--- src/rtl/weight_buffer_arbiter.sv ---
// Shares the weight-buffer read port between the WFC (absolute priority) and a host readback port.
// Optional WBA_PERF_CNT_EN adds per-requester read counters (wfc_read_cnt, host_read_cnt).
module weight_buffer_arbiter #(
    parameter int MATRIX_WIDTH      = 14,
    parameter int BYTE_WIDTH        = 8,
    parameter int WEIGHT_ADDR_WIDTH = 16,
    parameter int READ_LATENCY      = 3,
    parameter int STARVE_LIMIT      = 64
) (
    input  logic                                 clk,
    input  logic                                 rst,
    input  logic                                 enable,
    input  logic                                 wfc_read_en,
    input  logic [WEIGHT_ADDR_WIDTH-1:0]         wfc_addr,
    input  logic                                 host_req,
    input  logic [WEIGHT_ADDR_WIDTH-1:0]         host_addr,
    output logic                                 host_gnt,
    output logic                                 host_rvalid,
    output logic [MATRIX_WIDTH*BYTE_WIDTH-1:0]   host_rdata,
    output logic                                 host_starved,
    output logic                                 buf_read_en,
    output logic [WEIGHT_ADDR_WIDTH-1:0]         buf_addr,
    input  logic [MATRIX_WIDTH*BYTE_WIDTH-1:0]   buf_rdata,
    output logic                                 busy
`ifdef WBA_PERF_CNT_EN
    ,
    output logic [31:0]                          wfc_read_cnt,
    output logic [31:0]                          host_read_cnt
`endif
);

    localparam int CNT_W = $clog2(STARVE_LIMIT + 1);
    localparam logic [CNT_W-1:0] LIMIT = CNT_W'(STARVE_LIMIT);

    logic [READ_LATENCY-1:0] tag;
    logic [READ_LATENCY-1:0] tag_next;
    logic [CNT_W-1:0]        starve_cnt;

    always_comb begin
        host_gnt    = 1'b0;
        buf_read_en = 1'b0;
        buf_addr    = '0;
        if (wfc_read_en) begin
            buf_read_en = 1'b1;
            buf_addr    = wfc_addr;
        end else if (host_req && enable && !rst) begin
            buf_read_en = 1'b1;
            buf_addr    = host_addr;
            host_gnt    = 1'b1;
        end
    end

    always_comb begin
        tag_next    = '0;
        tag_next[0] = host_gnt;
        for (int i = 1; i < READ_LATENCY; i++) begin
            tag_next[i] = tag[i-1];
        end
    end

    // buf_rdata is valid the cycle before a tag reaches the last stage,
    // so data is captured on the same edge that raises host_rvalid.
    always_ff @(posedge clk) begin
        if (rst) begin
            tag          <= '0;
            host_rdata   <= '0;
            starve_cnt   <= '0;
            host_starved <= 1'b0;
        end else if (enable) begin
            tag <= tag_next;
            if (tag_next[READ_LATENCY-1]) begin
                host_rdata <= buf_rdata;
            end
            if (host_gnt || !host_req) begin
                starve_cnt <= '0;
            end else if (starve_cnt != LIMIT) begin
                starve_cnt <= starve_cnt + 1'b1;
            end
            if (host_gnt) begin
                host_starved <= 1'b0;
            end else if (host_req && (starve_cnt == LIMIT || starve_cnt == LIMIT - 1'b1)) begin
                host_starved <= 1'b1;
            end
        end
    end

    assign host_rvalid = tag[READ_LATENCY-1];
    assign busy        = |tag;

`ifdef WBA_PERF_CNT_EN
    always_ff @(posedge clk) begin
        if (rst) begin
            wfc_read_cnt  <= '0;
            host_read_cnt <= '0;
        end else if (enable) begin
            if (wfc_read_en) begin
                wfc_read_cnt <= wfc_read_cnt + 32'd1;
            end
            if (host_gnt) begin
                host_read_cnt <= host_read_cnt + 32'd1;
            end
        end
    end
`endif

`ifndef SYNTHESIS
    logic                         prev_pending;
    logic [WEIGHT_ADDR_WIDTH-1:0] prev_addr;

    always_ff @(posedge clk) begin
        prev_pending <= host_req && !host_gnt && !rst;
        prev_addr    <= host_addr;
        if (prev_pending && host_req && host_addr != prev_addr) begin
            $warning("weight_buffer_arbiter: host_addr changed while host_req pending");
        end
    end
`endif

endmodule
--- config.mk ---
export PLATFORM = sky130hd
export DESIGN_NAME = weight_buffer_arbiter
export DESIGN_NICKNAME = d
export VERILOG_FILES = /design/src/rtl/weight_buffer_arbiter.sv
export SDC_FILE = /design/constraint.sdc
export NUM_CORES = 1
export LEC_CHECK = 0
export CAP_MARGIN = 40
export CORE_AREA = 2 2 110 112
export CTS_CLUSTER_DIAMETER = 150
export DETAILED_ROUTE_END_ITERATION = 16
export DIE_AREA = 0 0 112 114
export PLACE_DENSITY = 0.85
export SYNTH_ARGS = -nofsm -noshare
export SYNTH_HDL_FRONTEND = slang
export SYNTH_SLANG_ARGS = --single-unit
--- constraint.sdc ---
create_clock -name clk -period 2.49 [get_ports clk]
set_input_delay 0.6225 -clock clk [delete_from_list [all_inputs] [get_ports clk]]
set_output_delay 0.6225 -clock clk [all_outputs]
set_load 0.02 [all_outputs]
After elaboration in Yosys (flattened, before gate mapping)
Index checks and enable logic that the tools add are counted.
Widths: inputs -> output; s select.
{"block": "op_classes", "addsub": 1, "n_eq_ne": 3, "mux": 9, "n_reduce_logical": 13}
{"operator": "$mux 16", "count": 2}
{"operator": "$mux 7", "count": 2}
{"operator": "$add 7x1->7 const B", "count": 1}
{"operator": "$eq 7x6->1 const B", "count": 1}
{"operator": "$eq 7x7->1 const B", "count": 1}
{"operator": "$ne 7x7->1 const B", "count": 1}
{"operator": "$reduce_and 2->1", "count": 3}
{"operator": "$mux 1", "count": 5}
{"operator": "$reduce_bool 2->1", "count": 2}
{"operator": "$logic_and 1x1->1", "count": 3}
{"operator": "$reduce_or 3->1", "count": 1}
{"operator": "$logic_not 1->1", "count": 2}
{"operator": "$logic_or 1x1->1", "count": 2}
{"block": "word_totals", "regBits": 123, "input_bits": 149, "output_inout_bits": 133, "wordCells": 30}

Longest topological paths before layout
{"block": "depth", "depth_word": 7, "depth_mapped": 6, "ltp_nobuf": 6}

Worst setup path after synthesis
No wires, ideal clock.
{"block": "synth_path", "path_kind": "input to output", "from": "input enable", "to": "output buf_addr[0]", "t_arrival_ps": 1635, "required_ps": 1867, "slack_ps": 232, "cell_stages": 5, "n_path_buf": 2, "path_cell_list": "buf_4 -> nand2_2 -> nor3_4 -> buf_2 -> a22o_1"}
{"block": "synth_between", "elab_chain_len": 4}
{"element": "from (decl)", "line": "12", "text": "input logic enable,"}
{"element": "$logic_and 1x1->1 (2 in a row)", "line": "46", "text": "end else if (host_req && enable && !rst) begin"}
{"element": "$mux 16", "line": "46"}
{"element": "$mux 16", "line": "43", "text": "if (wfc_read_en) begin"}
{"element": "to (decl)", "line": "22", "text": "output logic [WEIGHT_ADDR_WIDTH-1:0] buf_addr,"}
Every way passes these cells.

Worst setup path after layout
{"block": "layout_path", "from": "input host_req", "to": "output buf_addr[15]"}
{"block": "layout_between", "elab_chain_len": 4}
{"element": "from (decl)", "line": "15", "text": "input logic host_req,"}
{"element": "$logic_and 1x1->1 (2 in a row)", "line": "46"}
{"element": "$mux 16", "line": "46"}
{"element": "$mux 16", "line": "43"}
Every way passes these cells.

==> metrics.cfg <==
[clock_tree]
clk_pin_slew_ns=0.05
cts_tree=done
cts_root_buf=clkbuf_16
cts_sinks=123
cts_buffer_depth=2
numCtsBuffers=17
clkLatencyLatePin_ns=0.40
cts_max_level=4

[placement]
finalWeightedCongestion=0.810
place_ws_ns=-0.469
hpwl_um=9540
placed_cells=973
numPortBuffers=281

[floorplan]
dieArea_mm2=0.0128
fp.dieW_um=112
start_util=0.390
die_y_um=114
core_mm2=0.0117
rows=40
io_pins=282

[final_layout]
final_nets=999
diodes=0
area_delta_synth_final_pct=77.4
final_cells=1007
drive_above_1_share=0.0779
nFillCells=930

[yosys]
avgSynthCellArea_um2=7.93
synth_top_area_share=0.539
synth.distinct_cells=33
ys_seq_elements=123
synth_area_leaders=dfxtp_1, nand2_1, a21oi_1, a22o_1, buf_2
synthesis.nets=727
synth_top_area_cell=dfxtp_1
yosysSeqAreaShare=0.539
syn-cell-area_mm2=0.00457
synth_warnings=0
syn-instance-count=576

[setup_path]
worst-r2r-cell-count=6
r2r_start=starve_cnt[0]
startpoint_type=primary input
endpoint_kind=output pin
reg2reg_slack_ns=0.88
timing.rr.end=starve_cnt[5]
worstPathArrival_ns=1.70
setup.worst_path.class=primary input to output pin
critical_path_required_ns=1.87
critPathMaxFanout=8

[power]
p_switching_w=0.000997
seq_power_share=0.398
vdd_drop_max_mv=0.421
combinationalPowerShare=0.091
intPower_w=0.00401
p_per_area_mw_per_mm2=618
switching_share=0.199
leakage_nw=2.89
total_power_w=0.00501
pwr-share-clk=0.511

[grt]
antenna_found_initial=0
track_usage=0.214
overflow=0
grt_first_pass_wirelength_um=22000
grt_pass1_vias=4617
grt_max_degree=67

[route]
met1_length_um=5840
drt-vias-per-instance=4.81
ant_nets=0
wl_per_cell_um=14.0
drc=0
drt-initial-drc-count=366
vias=4842
highest_layer=met4
drt-pass1-iter-count=4
wl_met3_um=1060
wl_met2_um=6790
wl_um=14100

[sta]
clock_skew_ns=0.00772
fin_ws_ns=0.171
finalHoldViolations=0
hold_slack_ns=0.448
period_share=0.931
worst_pin_slew_ns=0.691
fmax_mhz=431
layout_min_cycle_time_ns=2.32
setup_viol=0
rsz0062_at_grt=no
slew_viol_final=0
slew_headroom=0.540

[outcome]
status=completed

[worst_hold_path]
min_delay_path_depth=2
min_to=host_rdata[6]
hold_start=host_rdata[6]
hold_path.class=flop to flop

[flow_run]
max_cap_viol_count=0

worst max path at each step:
stage                     start            to  cells past startpoint  slack (ns)
floorplan                enable   buf_addr[0]                      5        0.23
global placement         enable   buf_addr[5]                      6       -0.39
detailed placement     host_req  buf_addr[15]                      6       -0.47
CTS                 wfc_read_en  buf_addr[15]                      6        0.01
global route           host_req   buf_addr[9]                      7         0.1
finish                 host_req  buf_addr[15]                      7        0.17
cell usage after synthesis (all sizes together):
master and n:
xor2 1, nand2 230, a21oi 116, clkbuf 16
inv 3, nor3b 1, a21o 2, or3b 1
and2 2, nor3 1, nand3 3, dfxtp 123
o21bai 1, nand4 2, or4b 1, a22o 16
o31a 1, nor4b 1, a211oi 1, a31oi 2
mux2i 2, nor2 6, or3 3, o21ai 6
and3 2, nor2b 3, a2bb2oi 1, buf 27
ha 2
routing by layer:
layer	vias to the layer above	GRT usage
met4	0	0.0951
met1	2165	0.252
met2	212	0.359
li1	2432	-
met3	33	0.0670
met5	-	0
through the flow:
step           setup TNS [ns]  cell area, um2   util
6_report                    0            8100  0.692
5_1_grt                     0            8100  0.692
4_1_cts                     0            8100  0.692
3_5_place_dp            -7.75            7510  0.641
3_3_place_gp            -6.78            7510  0.641
2_1_floorplan               0            4570      -
cell families after synthesis:
| group | count (synthesis) | share of synthesized area |
|---|---|---|
| fa+ha+maj | 2 | 0.00548 |
| simple gates | 256 | 0.227 |
| buf+inv | 46 | 0.0444 |
| xor+xnor | 1 | 0.00192 |
| compound gates | 146 | 0.178 |
| mux | 2 | 0.00438 |
| flops | 123 | 0.539 |
registers in the layout, indices dropped and copies added, names as in the netlist:
name          cells
starve_cnt        7
host_starved      1
host_rdata      112
tag               3
power groups by stage:
stage	clock network (W)	registers (W)	logic (W)
global route	0.00270	0.00200	0.000484
floorplan	0	0.00205	0.000121
CTS	0.00260	0.00199	0.000456
global placement	0	0.00204	0.000460
detailed placement	0	0.00204	0.000462
finish	0.00256	0.00200	0.000454
worst max-delay path, stage by stage:
cell and delay (ns):
dlygate4sd2_1 0.25, nand2_2 0.10, nor3_4 0.19, buf_6 0.14, buf_16 0.11, a22o_1 0.15
buf_6 0.12
timing repair:
| action | 4_1_cts | 5_1_grt |
|---|---|---|
| endpoints found under the setup margin | 18 | 18 |
| cloned | 1 | 0 |
| pin swaps | 2 | 1 |
| setup buffers | 2 | 0 |
| hold buffers | 0 | 0 |
| resized for setup | 78 | 2 |
layout make-up:
type	instances	area, um2	share of cell area
Timing Repair Buffer	296	2920	0.360
Multi-Input combinational cell	407	1910	0.236
Sequential cell	123	2460	0.304
Inverter	3	11.3	0.00139
Clock buffer	23	478	0.0590
Tap cell	147	184	0.0227
Clock inverter	8	140	0.0173
layout by cell type (no fill, tap or decap), drive strengths merged:
cell type,synthesis,routed
nor2,6,6
bufinv,0,4
dfxtp,123,123
clkbuf,16,24
clkdlybuf4s50,0,259
o21ai,6,6
a31oi,2,2
o31a,1,1
nor4b,1,1
a22o,16,16
ha,2,2
and3,2,2
a211oi,1,1
or4b,1,1
nor3,1,1
a21oi,116,116
a21o,2,2
dlymetal6s2s,0,1
inv,3,3
nor3b,1,1
nand4,2,2
xor2,1,1
and2,2,2
clkinv,0,4
o21bai,1,1
a2bb2oi,1,1
nand2,230,230
mux2i,2,2
nand3,3,3
or3b,1,1
clkdlybuf4s15,0,1
nor2b,3,3
or3,3,3
buf,27,32
dlygate4sd2,0,2
No activity file was read; power rests on OpenSTA's default activity.
